===== src/rtl/ps2_data_output_pkg.sv =====
// Shared PS/2 host-transmit definitions: FSM state encoding, command bytes
// and the frame parity helper.
package ps2_data_output_pkg;

    typedef enum logic [2:0] {
        TX_IDLE    = 3'd0,
        TX_INHIBIT = 3'd1,
        TX_START   = 3'd2,
        TX_DATA    = 3'd3,
        TX_PARITY  = 3'd4,
        TX_STOP    = 3'd5,
        TX_ACK     = 3'd6
    } tx_state_t;

    localparam logic [7:0] PS2_CMD_RESET   = 8'hFF;
    localparam logic [7:0] PS2_CMD_SET_LED = 8'hED;
    localparam logic [7:0] PS2_ACK_BYTE    = 8'hFA;

    // Bit that makes the eight data bits plus parity carry an odd number of ones.
    function automatic logic odd_parity(input logic [7:0] data);
        return ~^data;
    endfunction

endpackage


===== src/rtl/ps2_data_output_if.sv =====
// Host-side request/status bundle and PS/2 line controls of the transmitter.
interface ps2_data_output_if;
    logic       send_req;
    logic [7:0] send_data;
    logic       ps2_clk_negedge;
    logic       ps2_data;
    logic       ps2_clk_oe;
    logic       ps2_data_oe;
    logic       tx_busy;
    logic       tx_done_strb;
    logic       tx_error_strb;

    modport master (
        output send_req, send_data, ps2_clk_negedge, ps2_data,
        input  ps2_clk_oe, ps2_data_oe, tx_busy, tx_done_strb, tx_error_strb
    );

    modport slave (
        input  send_req, send_data, ps2_clk_negedge, ps2_data,
        output ps2_clk_oe, ps2_data_oe, tx_busy, tx_done_strb, tx_error_strb
    );
endinterface


===== src/rtl/ps2_data_output.sv =====
// PS/2 host-to-device transmitter: inhibits the bus, then shifts one byte out
// on device clock falling edges and reports the device ACK or a timeout.
module ps2_data_output
    import ps2_data_output_pkg::*;
#(
    parameter int unsigned INHIBIT_CYCLES = 1200,
    parameter int unsigned TIMEOUT_CYCLES = 150000,
    parameter int unsigned CNT_W          = 18
) (
    input  logic             clk,
    input  logic             rst,
    ps2_data_output_if.slave bus
);

    localparam logic [CNT_W-1:0] INH_LAST = CNT_W'(INHIBIT_CYCLES - 1);
    localparam logic [CNT_W-1:0] TO_LAST  = CNT_W'(TIMEOUT_CYCLES - 1);
    localparam logic [CNT_W-1:0] CNT_ONE  = CNT_W'(1);

    tx_state_t        state_r, state_s;
    logic [7:0]       shift_r, shift_s;
    logic             parity_r, parity_s;
    logic [3:0]       bit_cnt_r, bit_cnt_s;
    logic [CNT_W-1:0] cnt_r, cnt_s;
    logic             clk_oe_r, clk_oe_s;
    logic             data_oe_r, data_oe_s;
    logic             busy_r, busy_s;
    logic             done_r, done_s;
    logic             err_r, err_s;

    // Next-state and next-output logic; the counter is shared between inhibit timing and edge timeout.
    always_comb begin
        state_s   = state_r;
        shift_s   = shift_r;
        parity_s  = parity_r;
        bit_cnt_s = bit_cnt_r;
        cnt_s     = cnt_r;
        clk_oe_s  = clk_oe_r;
        data_oe_s = data_oe_r;
        busy_s    = busy_r;
        done_s    = 1'b0;
        err_s     = 1'b0;
        case (state_r)
            TX_IDLE: begin
                clk_oe_s  = 1'b0;
                data_oe_s = 1'b0;
                if (bus.send_req) begin
                    shift_s   = bus.send_data;
                    parity_s  = odd_parity(bus.send_data);
                    bit_cnt_s = 4'd0;
                    cnt_s     = '0;
                    busy_s    = 1'b1;
                    clk_oe_s  = 1'b1;
                    state_s   = TX_INHIBIT;
                end else begin
                    busy_s = 1'b0;
                end
            end
            TX_INHIBIT: begin
                if (cnt_r == INH_LAST) begin
                    cnt_s     = '0;
                    clk_oe_s  = 1'b0;
                    data_oe_s = 1'b1;
                    state_s   = TX_START;
                end else begin
                    cnt_s = cnt_r + CNT_ONE;
                end
            end
            TX_START, TX_DATA, TX_PARITY, TX_STOP, TX_ACK: begin
                if (bus.ps2_clk_negedge) begin
                    cnt_s = '0;
                    case (state_r)
                        TX_START: begin
                            data_oe_s = ~shift_r[0];
                            shift_s   = {1'b0, shift_r[7:1]};
                            bit_cnt_s = 4'd1;
                            state_s   = TX_DATA;
                        end
                        TX_DATA: begin
                            if (bit_cnt_r == 4'd8) begin
                                data_oe_s = ~parity_r;
                                state_s   = TX_PARITY;
                            end else begin
                                data_oe_s = ~shift_r[0];
                                shift_s   = {1'b0, shift_r[7:1]};
                                bit_cnt_s = bit_cnt_r + 4'd1;
                            end
                        end
                        TX_PARITY: begin
                            data_oe_s = 1'b0;
                            state_s   = TX_STOP;
                        end
                        TX_STOP: begin
                            state_s = TX_ACK;
                        end
                        TX_ACK: begin
                            done_s  = ~bus.ps2_data;
                            err_s   = bus.ps2_data;
                            busy_s  = 1'b0;
                            state_s = TX_IDLE;
                        end
                        default: begin
                            state_s = TX_IDLE;
                        end
                    endcase
                end else if (cnt_r == TO_LAST) begin
                    clk_oe_s  = 1'b0;
                    data_oe_s = 1'b0;
                    err_s     = 1'b1;
                    busy_s    = 1'b0;
                    state_s   = TX_IDLE;
                end else begin
                    cnt_s = cnt_r + CNT_ONE;
                end
            end
            default: begin
                clk_oe_s  = 1'b0;
                data_oe_s = 1'b0;
                busy_s    = 1'b0;
                state_s   = TX_IDLE;
            end
        endcase
    end

    // State and output registers; reset releases both lines at once.
    always_ff @(posedge clk or posedge rst) begin
        if (rst) begin
            state_r   <= TX_IDLE;
            shift_r   <= 8'h00;
            parity_r  <= 1'b0;
            bit_cnt_r <= 4'd0;
            cnt_r     <= '0;
            clk_oe_r  <= 1'b0;
            data_oe_r <= 1'b0;
            busy_r    <= 1'b0;
            done_r    <= 1'b0;
            err_r     <= 1'b0;
        end else begin
            state_r   <= state_s;
            shift_r   <= shift_s;
            parity_r  <= parity_s;
            bit_cnt_r <= bit_cnt_s;
            cnt_r     <= cnt_s;
            clk_oe_r  <= clk_oe_s;
            data_oe_r <= data_oe_s;
            busy_r    <= busy_s;
            done_r    <= done_s;
            err_r     <= err_s;
        end
    end

    assign bus.ps2_clk_oe    = clk_oe_r;
    assign bus.ps2_data_oe   = data_oe_r;
    assign bus.tx_busy       = busy_r;
    assign bus.tx_done_strb  = done_r;
    assign bus.tx_error_strb = err_r;

endmodule

===== src/flat_wrapper.sv =====
// flat-port wrapper written by rule: the top's interface ports become plain ports
module ps2_data_output_flat import ps2_data_output_pkg::*;
#(
    parameter int unsigned INHIBIT_CYCLES = 1200,
    parameter int unsigned TIMEOUT_CYCLES = 150000,
    parameter int unsigned CNT_W          = 18
)
  (clk, rst, bus_send_req, bus_send_data, bus_ps2_clk_negedge, bus_ps2_data, bus_ps2_clk_oe, bus_ps2_data_oe, bus_tx_busy, bus_tx_done_strb, bus_tx_error_strb);
  ps2_data_output_if bus_i ();
  input  logic clk;
  input  logic rst;
  input wire logic [$bits(bus_i.send_req)-1:0] bus_send_req;
  input wire logic [$bits(bus_i.send_data)-1:0] bus_send_data;
  input wire logic [$bits(bus_i.ps2_clk_negedge)-1:0] bus_ps2_clk_negedge;
  input wire logic [$bits(bus_i.ps2_data)-1:0] bus_ps2_data;
  output wire logic [$bits(bus_i.ps2_clk_oe)-1:0] bus_ps2_clk_oe;
  output wire logic [$bits(bus_i.ps2_data_oe)-1:0] bus_ps2_data_oe;
  output wire logic [$bits(bus_i.tx_busy)-1:0] bus_tx_busy;
  output wire logic [$bits(bus_i.tx_done_strb)-1:0] bus_tx_done_strb;
  output wire logic [$bits(bus_i.tx_error_strb)-1:0] bus_tx_error_strb;
  assign bus_i.send_req = bus_send_req;
  assign bus_i.send_data = bus_send_data;
  assign bus_i.ps2_clk_negedge = bus_ps2_clk_negedge;
  assign bus_i.ps2_data = bus_ps2_data;
  assign bus_ps2_clk_oe = bus_i.ps2_clk_oe;
  assign bus_ps2_data_oe = bus_i.ps2_data_oe;
  assign bus_tx_busy = bus_i.tx_busy;
  assign bus_tx_done_strb = bus_i.tx_done_strb;
  assign bus_tx_error_strb = bus_i.tx_error_strb;
  ps2_data_output #(.INHIBIT_CYCLES(INHIBIT_CYCLES), .TIMEOUT_CYCLES(TIMEOUT_CYCLES), .CNT_W(CNT_W)) u_core (.clk(clk), .rst(rst), .bus(bus_i));
endmodule

===== config.mk =====
export PLATFORM = sky130hd
export DESIGN_NAME = ps2_data_output_flat
export DESIGN_NICKNAME = d
export VERILOG_FILES = /design/src/rtl/ps2_data_output_pkg.sv /design/src/rtl/ps2_data_output_if.sv /design/src/rtl/ps2_data_output.sv /design/src/flat_wrapper.sv
export SDC_FILE = /design/constraint.sdc
export NUM_CORES = 1
export LEC_CHECK = 0
export CAP_MARGIN = 30
export CORE_ASPECT_RATIO = 1.5
export CORE_MARGIN = 8
export CORE_UTILIZATION = 58
export CTS_CLUSTER_DIAMETER = 30
export DETAILED_ROUTE_END_ITERATION = 12
export PLACE_DENSITY = 0.79
export SKIP_CTS_REPAIR_TIMING = 1
export SLEW_MARGIN = 20
export SYNTH_ARGS = -nofsm -noshare
export SYNTH_HDL_FRONTEND = slang
export SYNTH_SLANG_ARGS = --single-unit

===== constraint.sdc =====
create_clock -name clk -period 2.3 [get_ports clk]
set_input_delay 0.46 -clock clk [delete_from_list [all_inputs] [get_ports clk]]
set_output_delay 0.46 -clock clk [all_outputs]
set_load 0.02 [all_outputs]

# Word-level counts from Yosys, hierarchy flattened
# Index checks and enable logic that the tools add are counted.
[totals]
regBits = 39
inputBits = 13
word_cells = 91
[classes]
addsub = 2
eq_ne = 21
mux = 42
n_bitwise = 4
reduce_logical = 12
[ops]
columns = ["op", "count"]
rows = [
  ["$mux 18", 4],
  ["$pmux 18 s3", 1],
  ["$pmux 8 s2", 2],
  ["$mux 8", 3],
  ["$add 18x1->18 const B", 1],
  ["$eq 18x11->1 const B", 1],
  ["$eq 18x18->1 const B", 1],
  ["$mux 1", 16],
  ["$pmux 4 s2", 2],
  ["$mux 3", 5],
  ["$mux 4", 3],
  ["$pmux 3 s4", 1],
  ["$reduce_and 3->1", 4],
  ["$eq 3x3->1 const B", 3],
  ["$pmux 1 s3", 3],
  ["$pmux 3 s3", 1],
  ["$reduce_xnor 8->1", 1],
  ["$eq 3x2->1 const B", 2],
  ["$ne 2x2->1 const B", 3],
  ["$ne 3x2->1 const B", 2],
  ["$ne 3x3->1 const B", 2],
  ["$ne 5x2->1 const B", 1],
  ["$reduce_and 5->1", 1],
  ["$reduce_or 5->1", 1],
  ["13 further kinds", 17],
]

# Longest topological paths before layout
[depth]
ltp_word = 5
depth_mapped = 9
depth_no_buf = 7

# Worst setup path after synthesis
# No wires, ideal clock.
[synth_timing]
path_type = "flip-flop to flip-flop"
start = "reg u_core.cnt_r[9]"
end = "reg u_core.cnt_r[7]"
arrival_ps = 1850
required_time_ps = 2170
slack_ps = 321
stages_incl_launch_ff = 7
n_path_buf = 1
path_cell_list = "dfrtp_1 or4_4 nor4_4 a21oi_1 buf_4 a21oi_1 o22ai_1"
[synth_via]
elab_chain_len = 3
elab_cells_between_ends = 6
classes_between = "3 x eq/ne; 2 x mux; 1 x reduce/logical"
[synth_lines]
columns = ["item", "line", "source"]
rows = [
  ["start, declared", "ps2_data_output.sv:23", "logic [CNT_W-1:0] cnt_r, cnt_s;"],
  ["start signal, assigned", "ps2_data_output.sv:142", "cnt_r <= cnt_s;"],
  ["$eq 18x18->1 / $eq 18x11->1 (equally long branches)", "ps2_data_output.sv:105, ps2_data_output.sv:59", ""],
  ["$ne 3x3->1 (no line) / $mux 18 (equally long branches)", "-", ""],
  ["$reduce_and 3->1 (no line) / $pmux 18 s3 (equally long branches)", "-", ""],
]
# Parallel ways exist; a longest one is shown, timed or not.
# A chain may end at the register's enable or synchronous reset.

# Final worst setup path
[layout_timing]
start = "reg u_core.cnt_r[9]"
end = "reg u_core.data_oe_r, in the netlist u_core.bus.ps2_data_oe"
[layout_via]
elab_chain_len = 3
elab_cells_between_ends = 5
classes_between = "4 x eq/ne; 1 x reduce/logical"
[layout_lines]
columns = ["item", "line", "source"]
rows = [
  ["$eq 18x18->1 / $eq 18x11->1 (equally long branches)", "ps2_data_output.sv:105, ps2_data_output.sv:59", ""],
  ["$ne 3x2->1 (no line) / $ne 2x1->1 (equally long branches)", "-", ""],
  ["$reduce_and 3->1 (no line) (*)", "-", ""],
  ["end signal, assigned", "ps2_data_output.sv:144", "data_oe_r <= data_oe_s;"],
  ["end, declared", "ps2_data_output.sv:25", "logic data_oe_r, data_oe_s;"],
]
# Every way passes the cells marked *; elsewhere a longest branch is shown, timed or not.

==> flow_summary_export.csv <==
group,metric,value,unit
sta,setup_viol,0,
synthesis,ys_warn_count,0,
floorplanning,chipHeight,93.8,um
synthesis,synthXorXnorAreaFrac,4.87,%
clock_network,cts-root-buf,"clkbuf_8",
grt,grt_overflow,0,
clock_network,path_clk_slew,70,ps
power,p_seq_share,37.2,%
floorplanning,num_rows,28,
floorplanning,start_util,59.6,%
grt,grt_max_degree,40,
clock_network,clockBufferDepth,2,
power,p_sw,1.08,mW
final_layout,final_area,0.00272,mm^2
sta,finalCritPeriodShare,92.8,%
worst_setup_path,path_cells,"or4_4 -> nor4_4 -> a21oi_1 -> buf_4 -> a211oi_1 -> a211oi_2",
power,p_leak,1.19,nW
synthesis,synth_top_family_by_area,"simple AND/OR/NAND/NOR gates",
placed_design,dp_hpwl,3.94,mm
clock_network,cts_tree,"yes",
synthesis,synth_nets,283,
synthesis,muxShareOfSynthArea,2.99,%
status,status,"completed",
floorplanning,die_width,67.9,um
placed_design,place_area,0.00262,mm^2
clock_network,cts_made_buffers,5,
synthesis,async_flop_share,100,%
placed_design,io_buffers,17,
clock_network,htree_levels,2,
sta,finClkSkew,3.39,ps
power,powerDensity,1010,mW/mm^2
floorplanning,die-area,0.00636,mm^2
final_layout,final_cells,338,
sta,layout_min_cycle_time,2140,ps
synthesis,synthTopCellsByArea,"dfrtp_1 42%, nand3_1 5.3%, a21oi_1 4.3%",
detailed_routing,viasPerCell,6.11,
power,internal_power,1.66,mW
power,pwr-share-comb,44.3,%
worst_setup_path,critPathKind,"reg -> reg",
power,vdd_drop_max,779,uV
synthesis,synth_compound_area_share,19.6,%
synthesis,avgSynthCellArea,8.76,um^2
run,maxCapViolCount,0,
synthesis,synth_fa_ha_area_share,1.60,%
sta,grt_setup_unrepaired,"no",
worst_hold_path,hold_class,"reg -> reg",
worst_setup_path,worstPathArrival,2300,ps
synthesis,synth_seq_cells,39,
final_layout,syn_to_final_growth,16.1,%
placed_design,gp_congestion,0.927,
sta,finalWorstSetupSlack,165,ps
floorplanning,core_area,0.00392,mm^2
detailed_routing,drtIter0Drc,150,
worst_setup_path,critical_path.max_stage_delay,570,ps
synthesis,synth_area,0.00234,mm^2
worst_setup_path,crit_path_end_kind,"register",
synthesis,synthCells,267,
floorplanning,pin_count,18,
detailed_routing,route.vias.total,2064,
placed_design,dpl_worst_slack,-6.69,ps
detailed_routing,ant_nets,0,
worst_setup_path,crit_required,2470,ps
worst_setup_path,cp_slowest_cell,"or4_4",
final_layout,layout.nets,308,
sta,hold_viol,0,
grt,grt_usage,18.4,%
detailed_routing,route.detailed.drc,0,
sta,max_freq,468,MHz
worst_setup_path,cp_max_fo,10,
synthesis,synthSimpleGateAreaFrac,24.7,%
synthesis,synth.distinct_cells,52,
sta,slew_viol_final,0,
worst_setup_path,start_kind,"register",
detailed_routing,wirelength,5.27,mm
synthesis,synth-edff-count,0,
synthesis,ys.flop_type,"dfrtp_1",
synthesis,synth_top_area_cell,"dfrtp_1",
grt,antenna_found_initial,0,
clock_network,clock_sinks,39,
sta,slew_headroom,56.8,%
detailed_routing,wl_per_cell,15.6,um
power,swShare,39.5,%
synthesis,yosysTopAreaCellShare,41.7,%
placed_design,dp_cells,330,
grt,grt_pass1_vias,2111,
power,pwr-share-clk,18.5,%
final_layout,drive_gt1_share,10.6,%
final_layout,n_antenna_cell,0,
clock_network,clkLatencyLatePin,290,ps
detailed_routing,first_pass_iters,4,
synthesis,yosysSeqAreaShare,41.7,%
sta,tightest_slew,646,ps
grt,grt_pass1_wl,9.28,mm
==> flip-flops by register name (all words and copies together), names as in the netlist <==
signal and flops:
u_core.bit_cnt_r 4, u_core.bus.ps2_clk_oe 1, u_core.bus.ps2_data_oe 1, u_core.bus.tx_busy 1, u_core.bus.tx_done_strb 1, u_core.bus.tx_error_strb 1, u_core.cnt_r 18, u_core.parity_r 1
u_core.shift_r 8, u_core.state_r 3
==> kinds of logic after synthesis <==
family                   after synthesis
AND/OR/NAND/NOR                      108
adder cells (fa/ha/maj)                3
buffers and inverters                 27
AO/OA/AOI/OAI                         70
flip-flops                            39
XOR/XNOR                              13
multiplexers                           7
==> power by group through the flow <==
stage	sequential [mW]	combinational (mW)	clock, mW
2_1_floorplan	1.01	0.858	0
3_3_place_gp	1.02	1.18	0
3_5_place_dp	1.03	1.21	0
4_1_cts	1.02	1.21	0.517
5_1_grt	1.04	1.37	0.542
6_report	1.02	1.21	0.507
==> cell usage after synthesis, drive strengths merged, types with 2 or more instances <==
| master | instances |
|---|---|
| o22ai | 4 |
| a211oi | 2 |
| nand4 | 2 |
| buf | 2 |
| nor2 | 25 |
| a21o | 5 |
| mux2i | 7 |
| and2 | 4 |
| nand2 | 24 |
| a21oi | 20 |
| a31oi | 9 |
| or4 | 2 |
| inv | 14 |
| xnor2 | 9 |
| clkbuf | 11 |
| and3b | 3 |
| nor2b | 2 |
| nor4 | 2 |
| ha | 3 |
| o21ai | 12 |
| xor2 | 4 |
| dfrtp | 39 |
| o211ai | 6 |
| nand3 | 25 |
| and4 | 2 |
| nand4b | 3 |
| nor3 | 4 |
| or2 | 2 |
| and3 | 5 |
==> final cells by class <==
cell class / instances / area, um^2
inverter: 14 / 52.6
tap: 45 / 56.3
timing repair buffer: 31 / 275
clock buffer: 8 / 100
sequential: 39 / 976
multi-input combinational: 201 / 1260
fill: 314 / 1210
==> critical path: cells and delay by family (launching register included) <==
kind | cells | cell delay (ps)
AOI/OAI and AO/OA | 3 | 500
buffers and inverters | 1 | 210
DFF | 1 | 410
and+or+nand+nor | 2 | 890
==> per-stage QoR <==
| stage | power [mW] | TNS, ps | hold slack (ps) | utilization (%) |
|---|---|---|---|---|
| finish | 2.74 | 0 | 519 | 69.3 |
| global route | 2.95 | 0 | 538 | 69.3 |
| CTS | 2.75 | 0 | 527 | 69.3 |
| detailed placement | 2.24 | -6.69 | 511 | 66.7 |
| global placement | 2.20 | 0 | 502 | 66.7 |
| floorplan | 1.86 | 0 | 449 | - |
==> layout by cell type, fill, tap and decap left out, types with 2 or more instances in the layout <==
master           netlist  routed
o22ai_1                4       4
nor2b_1                2       2
xnor2_1                9       9
clkbuf_8               0       7
nand2_1               24      24
inv_1                 14      14
a21oi_1               20      20
xor2_1                 4       4
buf_4                  1      14
clkdlybuf4s50_1        0      17
a31oi_1                8       8
nor2_1                24      24
and2_1                 3       3
and3_1                 5       5
nand3_1               25      25
nand4b_1               3       3
a21o_1                 5       5
or2_2                  2       2
dfrtp_1               39      39
nand4_1                2       2
nor3_1                 4       4
and4_1                 2       2
and3b_1                3       3
mux2i_1                7       7
o211ai_1               6       6
o21ai_0               11      11
ha_1                   3       3
==> path summary, 6_finish.rpt <==
path,from,end,slack [ps],cells after the start
worst max-delay path,u_core.cnt_r[9],u_core.bus.ps2_data_oe,160,6
worst min-delay path,u_core.cnt_r[12],u_core.cnt_r[12],520,1
worst max register to register,u_core.cnt_r[9],u_core.bus.ps2_data_oe,160,6
worst min register to register,u_core.cnt_r[12],u_core.cnt_r[12],520,1
max in group asynchronous,rst,u_core.parity_r,1360,3
min in group asynchronous,rst,u_core.cnt_r[0],590,3
==> metal layers <==
layer	up-vias	GRT usage, %	part of all wire [%]
li1	1017	-	-
met1	1000	19.9	41
met2	37	32.8	54
met3	10	4.42	3.1
met4	0	7.03	1.7
met5	-	0	0
(Power assumes the default switching activity.)
==> RTL edit 1 (config.mk and constraints unchanged) <==
`CNT_W` is set to 18 in 2 places; all go to 9.
--- a/src/rtl/ps2_data_output.sv
+++ b/src/rtl/ps2_data_output.sv
@@ -6,5 +6,5 @@
     parameter int unsigned INHIBIT_CYCLES = 1200,
     parameter int unsigned TIMEOUT_CYCLES = 150000,
-    parameter int unsigned CNT_W          = 18
+    parameter int unsigned CNT_W          = 9
 ) (
     input  logic             clk,
--- a/src/flat_wrapper.sv
+++ b/src/flat_wrapper.sv
@@ -4,5 +4,5 @@
     parameter int unsigned INHIBIT_CYCLES = 1200,
     parameter int unsigned TIMEOUT_CYCLES = 150000,
-    parameter int unsigned CNT_W          = 18
+    parameter int unsigned CNT_W          = 9
 )
   (clk, rst, bus_send_req, bus_send_data, bus_ps2_clk_negedge, bus_ps2_data, bus_ps2_clk_oe, bus_ps2_data_oe, bus_tx_busy, bus_tx_done_strb, bus_tx_error_strb);
Formal check against the unedited RTL: no difference found for any inputs over 10 cycles, from zero or initial values and one cycle with rst high; that may be too few to reach the edited logic, so the function may still have changed.
==> RTL edit 1 against the original RTL <==
Wire length decreased by 14%; sequential cell count fell by 9; cell area is 18% lower; critical path depth down 2; die area decreased by 15%; worst setup slack better by 0.21 ns; total power is 17% lower; area after synthesis decreased by 18%; critical path type unchanged; largest cell class unchanged; highest routed layer unchanged.
==> RTL edit 1: results (changes against the original RTL) <==
The post-synthesis area per instance is 9.59 um2 (+9.4%), and the compound-cell area share of the yosys netlist is 19.7% (+0.17 points). Yosys attributes the largest share of cell area to sky130_fd_sc_hd__dfrtp_1, sky130_fd_sc_hd__o21ai_0, sky130_fd_sc_hd__xnor2_1. The number of vias in the routed layout came out at 1611 (-22%). The post-synth net total is 215 (-24%). The final non-filler cell total was 262 (-22%). The number of library cell types mapped by synthesis came out at 60 (+15%). For the sequential cell area fraction in the yosys report, the log shows 39.3% (-2.4 points). The worst hold slack was 0.488 ns (-0.0304 ns); the clock network power was 0.446 mW (-12%). Number of design-rule violations left by the first detailed-router iteration: 97 (-35%).

The xor and xnor fraction of the mapped netlist area works out to 5.05% (+0.18 points). Maximum VDD drop: 849 uV (+9.0%). The commonest cells after synthesis are sky130_fd_sc_hd__dfrtp_1, sky130_fd_sc_hd__o21ai_0, sky130_fd_sc_hd__nand2_1, sky130_fd_sc_hd__nor2_1, sky130_fd_sc_hd__xnor2_1. The run finished with clean final reports. Startpoint of the worst hold path: u_core.shift_r[2].

The final worst-path cycle share was 83.5% (-9.3 points). For the leakage component of the power, the log shows 0.926 nW (-22%). The logs give 0.868 mW (-15%) for the sequential-cell power consumption and 0.38 ns (+0.21 ns) for the register-to-register setup slack. The overall routing resource usage is 17.9% (-0.47 points), and the cell area after placement is 2130 um2 (-18%). The global routing met2 resource utilization is 33.5% (+0.63 points), and the share of total power in the clock network is 19.6% (+1.1 points). The switching power is 0.936 mW (-13%), and the worst slew margin relative to its limit is 53.5% (-3.4 points).
[RTL edit 1: cell types whose count changed after synthesis, moves of 9 or more]
cell,change
sky130_fd_sc_hd__nand3_1,-22
sky130_fd_sc_hd__nor2_1,-14
sky130_fd_sc_hd__o21ai_0,+10
sky130_fd_sc_hd__dfrtp_1,-9
sky130_fd_sc_hd__a21oi_1,-13
[RTL edit 1: critical path, stage by stage (launching register included)]
cell,delay [ns]
sky130_fd_sc_hd__dfrtp_1,0.61
sky130_fd_sc_hd__and3_1,0.40
sky130_fd_sc_hd__nor4_2,0.13
sky130_fd_sc_hd__or2_2,0.33
sky130_fd_sc_hd__a2111oi_4,0.34
[RTL edit 1: cells by family after synthesis]
| group | count (synthesis) |
|---|---|
| flip-flops | 30 |
| AND/OR/NAND/NOR | 78 |
| AO/OA/AOI/OAI | 54 |
| XOR/XNOR | 11 |
| buffers and inverters | 16 |
| multiplexers | 7 |
| adder cells (fa/ha/maj) | 3 |
[RTL edit 1: worst max path at each step]
stage / to / cells past startpoint
floorplan: u_core.state_r[2] / 4
global placement: u_core.cnt_r[3] / 5
detailed placement: u_core.cnt_r[3] / 5
CTS: u_core.cnt_r[3] / 4
global route: u_core.cnt_r[3] / 4
finish: u_core.cnt_r[3] / 4
[RTL edit 1: area by class of cell]
| type | instances | area [um2] |
|---|---|---|
| fillers | 225 | 933 |
| inverters | 6 | 22.5 |
| flip-flops and latches | 30 | 751 |
| clock buffers | 7 | 86.3 |
| repair buffers | 25 | 230 |
| well taps | 40 | 50.0 |
| clock inverters | 1 | 5.00 |
| multi-input cells | 153 | 1080 |
[RTL edit 1: layer usage]
layer	up-vias	share of wire, %
met1	786	38
met2	34	56
met3	13	2.7
li1	778	-
met5	-	0
met4	0	3.3
==> RTL edit 2 (same settings) <==
Made on the original files. One comparison of `bit_cnt_r` changes from == to >=.
--- a/src/rtl/ps2_data_output.sv
+++ b/src/rtl/ps2_data_output.sv
@@ -77,5 +77,5 @@
                         end
                         TX_DATA: begin
-                            if (bit_cnt_r == 4'd8) begin
+                            if (bit_cnt_r >= 4'd8) begin
                                 data_oe_s = ~parity_r;
                                 state_s   = TX_PARITY;
Check against the original RTL: no difference found for any inputs over 10 cycles, from zero or initial values and one cycle with rst high; that may be too few to reach the edited logic, so the function may still have changed.
==> RTL edit 2 against the original RTL <==
Die area decreased by 3.3%; wire length down 6.2%; combinational power shrank 12%; total power shrank 0.17%; critical endpoint is now u_core.state_r[0]; critical path type unchanged; sequential power fell by 5%; sequential cell count did not move; worst hold slack gained 0.011 ns; worst setup slack gained 0.019 ns; count of clock-buffer cells in the layout shrank 3; highest routed layer unchanged; area after synthesis down 4.1%; cell area down 1.2%; first-iteration DRC count down 24%.
==> RTL edit 2: results (changes against the original RTL) <==
The run finished with clean final reports. The fill cell instance count of the final layout is 277 (-12%), and the post-synth net total is 252 (-11%). The share of cells above drive strength 1 was 13.5% (+3.0 points). The adder and majority cell fraction of the synthesized area was 1.67% (+0.069 points).

The placed wire-length estimate was 3.51 mm (-11%). The port buffer count is 17 (unchanged), and the number of vias per cell is 5.91 (-3.2%). The logs give 1932 (-8.5%) for the via count of the first global-routing pass and 301 (-8.8%) for the number of cells after detailed placement. The logs give 29.5% (-3.3 points) for the global routing met2 resource utilization and 0 (unchanged) for the antenna violation net count after detailed routing.

The cell count of the worst reg-to-reg path is 6 (unchanged), and the final worst clock skew is 0.00395 ns (+0.000566 ns). The startpoint identified for the worst hold timing path is u_core.shift_r[4]. The tools report the number of vias in the routed layout as 1827 (-11%).

In the post-synthesis netlist, the biggest area contributors are sky130_fd_sc_hd__dfrtp_1, sky130_fd_sc_hd__nor2_1, sky130_fd_sc_hd__xor2_1. In the final layout, the registers with the most flip-flops are u_core.cnt_r (18), u_core.shift_r (8), u_core.bit_cnt_r (4). The latest clock arrival within the worst-skew pair was 0.30 ns; the number of search-and-repair iterations in the first detailed-routing pass was 4 (unchanged). The sequential cell area fraction in the yosys report is 43.5% (+1.8 points).

The maximum VDD drop came out at 872 uV (+12%). The maximum root-to-sink buffer count came out at 2 (unchanged). Xor and xnor fraction of the mapped netlist area: 7.42% (+2.6 points). Clock root buffer master: sky130_fd_sc_hd__clkbuf_8. The initial antenna violation count came out at 0 (unchanged). The cell depth of the worst hold path was 2 (+1). The commonest cells after synthesis are sky130_fd_sc_hd__dfrtp_1, sky130_fd_sc_hd__nor2_1, sky130_fd_sc_hd__nand3_1, sky130_fd_sc_hd__nand2_1, sky130_fd_sc_hd__a21oi_1. The cell area after placement was 2530 um2 (-3.4%); the compound-cell area share of the yosys netlist was 17.0% (-2.6 points). The run gives 0.928 (about the same) as the weighted congestion at the end of routability-driven global placement. The first-pass GRT wire length was 8.29 mm (-11%); the number of CTS-inserted buffers was 5 (unchanged). The met3 global-route usage is 4.38% (-0.036 points).

Total detailed-routing wirelength: 4.94 mm (-6.2%). For the power after layout, the log shows 2.74 mW (-0.17%). Met1 track demand over resource in global routing: 17.5% (-2.3 points). The tools report the launch point of the worst path as u_core.cnt_r[1]. The final net count was 281 (-8.8%). The fraction of synthesis flops using an asynchronous set or reset pin is 100% (unchanged). In this run the worst hold path is classified as register to register. The logs give 236 (-12%) for the post-synthesis cell count and 66.8% (+9.9 points) for the worst slew margin relative to its limit. The multiplexer share of the synthesized area is 3.18% (+0.18 points), and the number of design-rule violations left by the first detailed-router iteration is 114 (-24%). For the number of library cell types mapped by synthesis, the log shows 55 (+5.8%). The maximum fanout encountered on the critical timing path was 6 (-4).

The switching share of power works out to 35.3% (-4.2 points). The sequential-cell power consumption was 0.974 mW (-5%); the overall routing resource usage was 17.0% (-1.4 points). Share of total power in the clock network: 25.2% (+6.7 points).

The tools report the leakage component of the power as 1.17 nW (-1.9%).
==> RTL edit 2: layout make-up <==
type                            count  share of cell area, %
Tap cell                           43                   2.00
Multi-Input combinational cell    175                   43.4
Clock buffer                        5                   2.56
Sequential cell                    39                   36.3
Inverter                           12                   1.68
Timing Repair Buffer               32                   11.5
Clock inverter                      3                   2.52
==> RTL edit 2: routing by layer <==
| layer | wire length [um] | vias up | part of all wire (%) |
|---|---|---|---|
| met5 | 0 | - | 0 |
| met4 | 112 | 0 | 2.3 |
| met3 | 140 | 10 | 2.8 |
| met2 | 2640 | 35 | 53 |
| met1 | 2060 | 879 | 42 |
| li1 | - | 903 | - |
==> RTL edit 2: critical path, cell delays in order, from the launching register on <==
cell                       delay, ns
sky130_fd_sc_hd__dfrtp_1        0.40
sky130_fd_sc_hd__ha_1           0.25
sky130_fd_sc_hd__and4b_1        0.29
sky130_fd_sc_hd__nand4b_4       0.20
sky130_fd_sc_hd__o41ai_4        0.41
sky130_fd_sc_hd__a21oi_2        0.15
sky130_fd_sc_hd__a211o_1        0.30
==> RTL edit 2: per-stage QoR <==
stage / setup WS, ns / hold slack, ns / util (%)
after floorplan: 0.316 / 0.451 / -
after global placement: 0.112 / 0.500 / 68.7
after detailed placement: 0.0442 / 0.517 / 68.7
after CTS: 0.0931 / 0.536 / 72.4
after global routing: 0.0360 / 0.550 / 72.9
final: 0.184 / 0.530 / 72.9
==> RTL edit 2: worst paths after layout <==
kind | to | slack (ns)
setup / recovery | u_core.state_r[0] | 0.18
hold / removal | u_core.shift_r[4] | 0.53
setup reg to reg | u_core.state_r[0] | 0.18
hold reg to reg | u_core.shift_r[4] | 0.53
max in group asynchronous | u_core.bit_cnt_r[2] | 1.39
min in group asynchronous | u_core.bus.tx_error_strb | 0.57
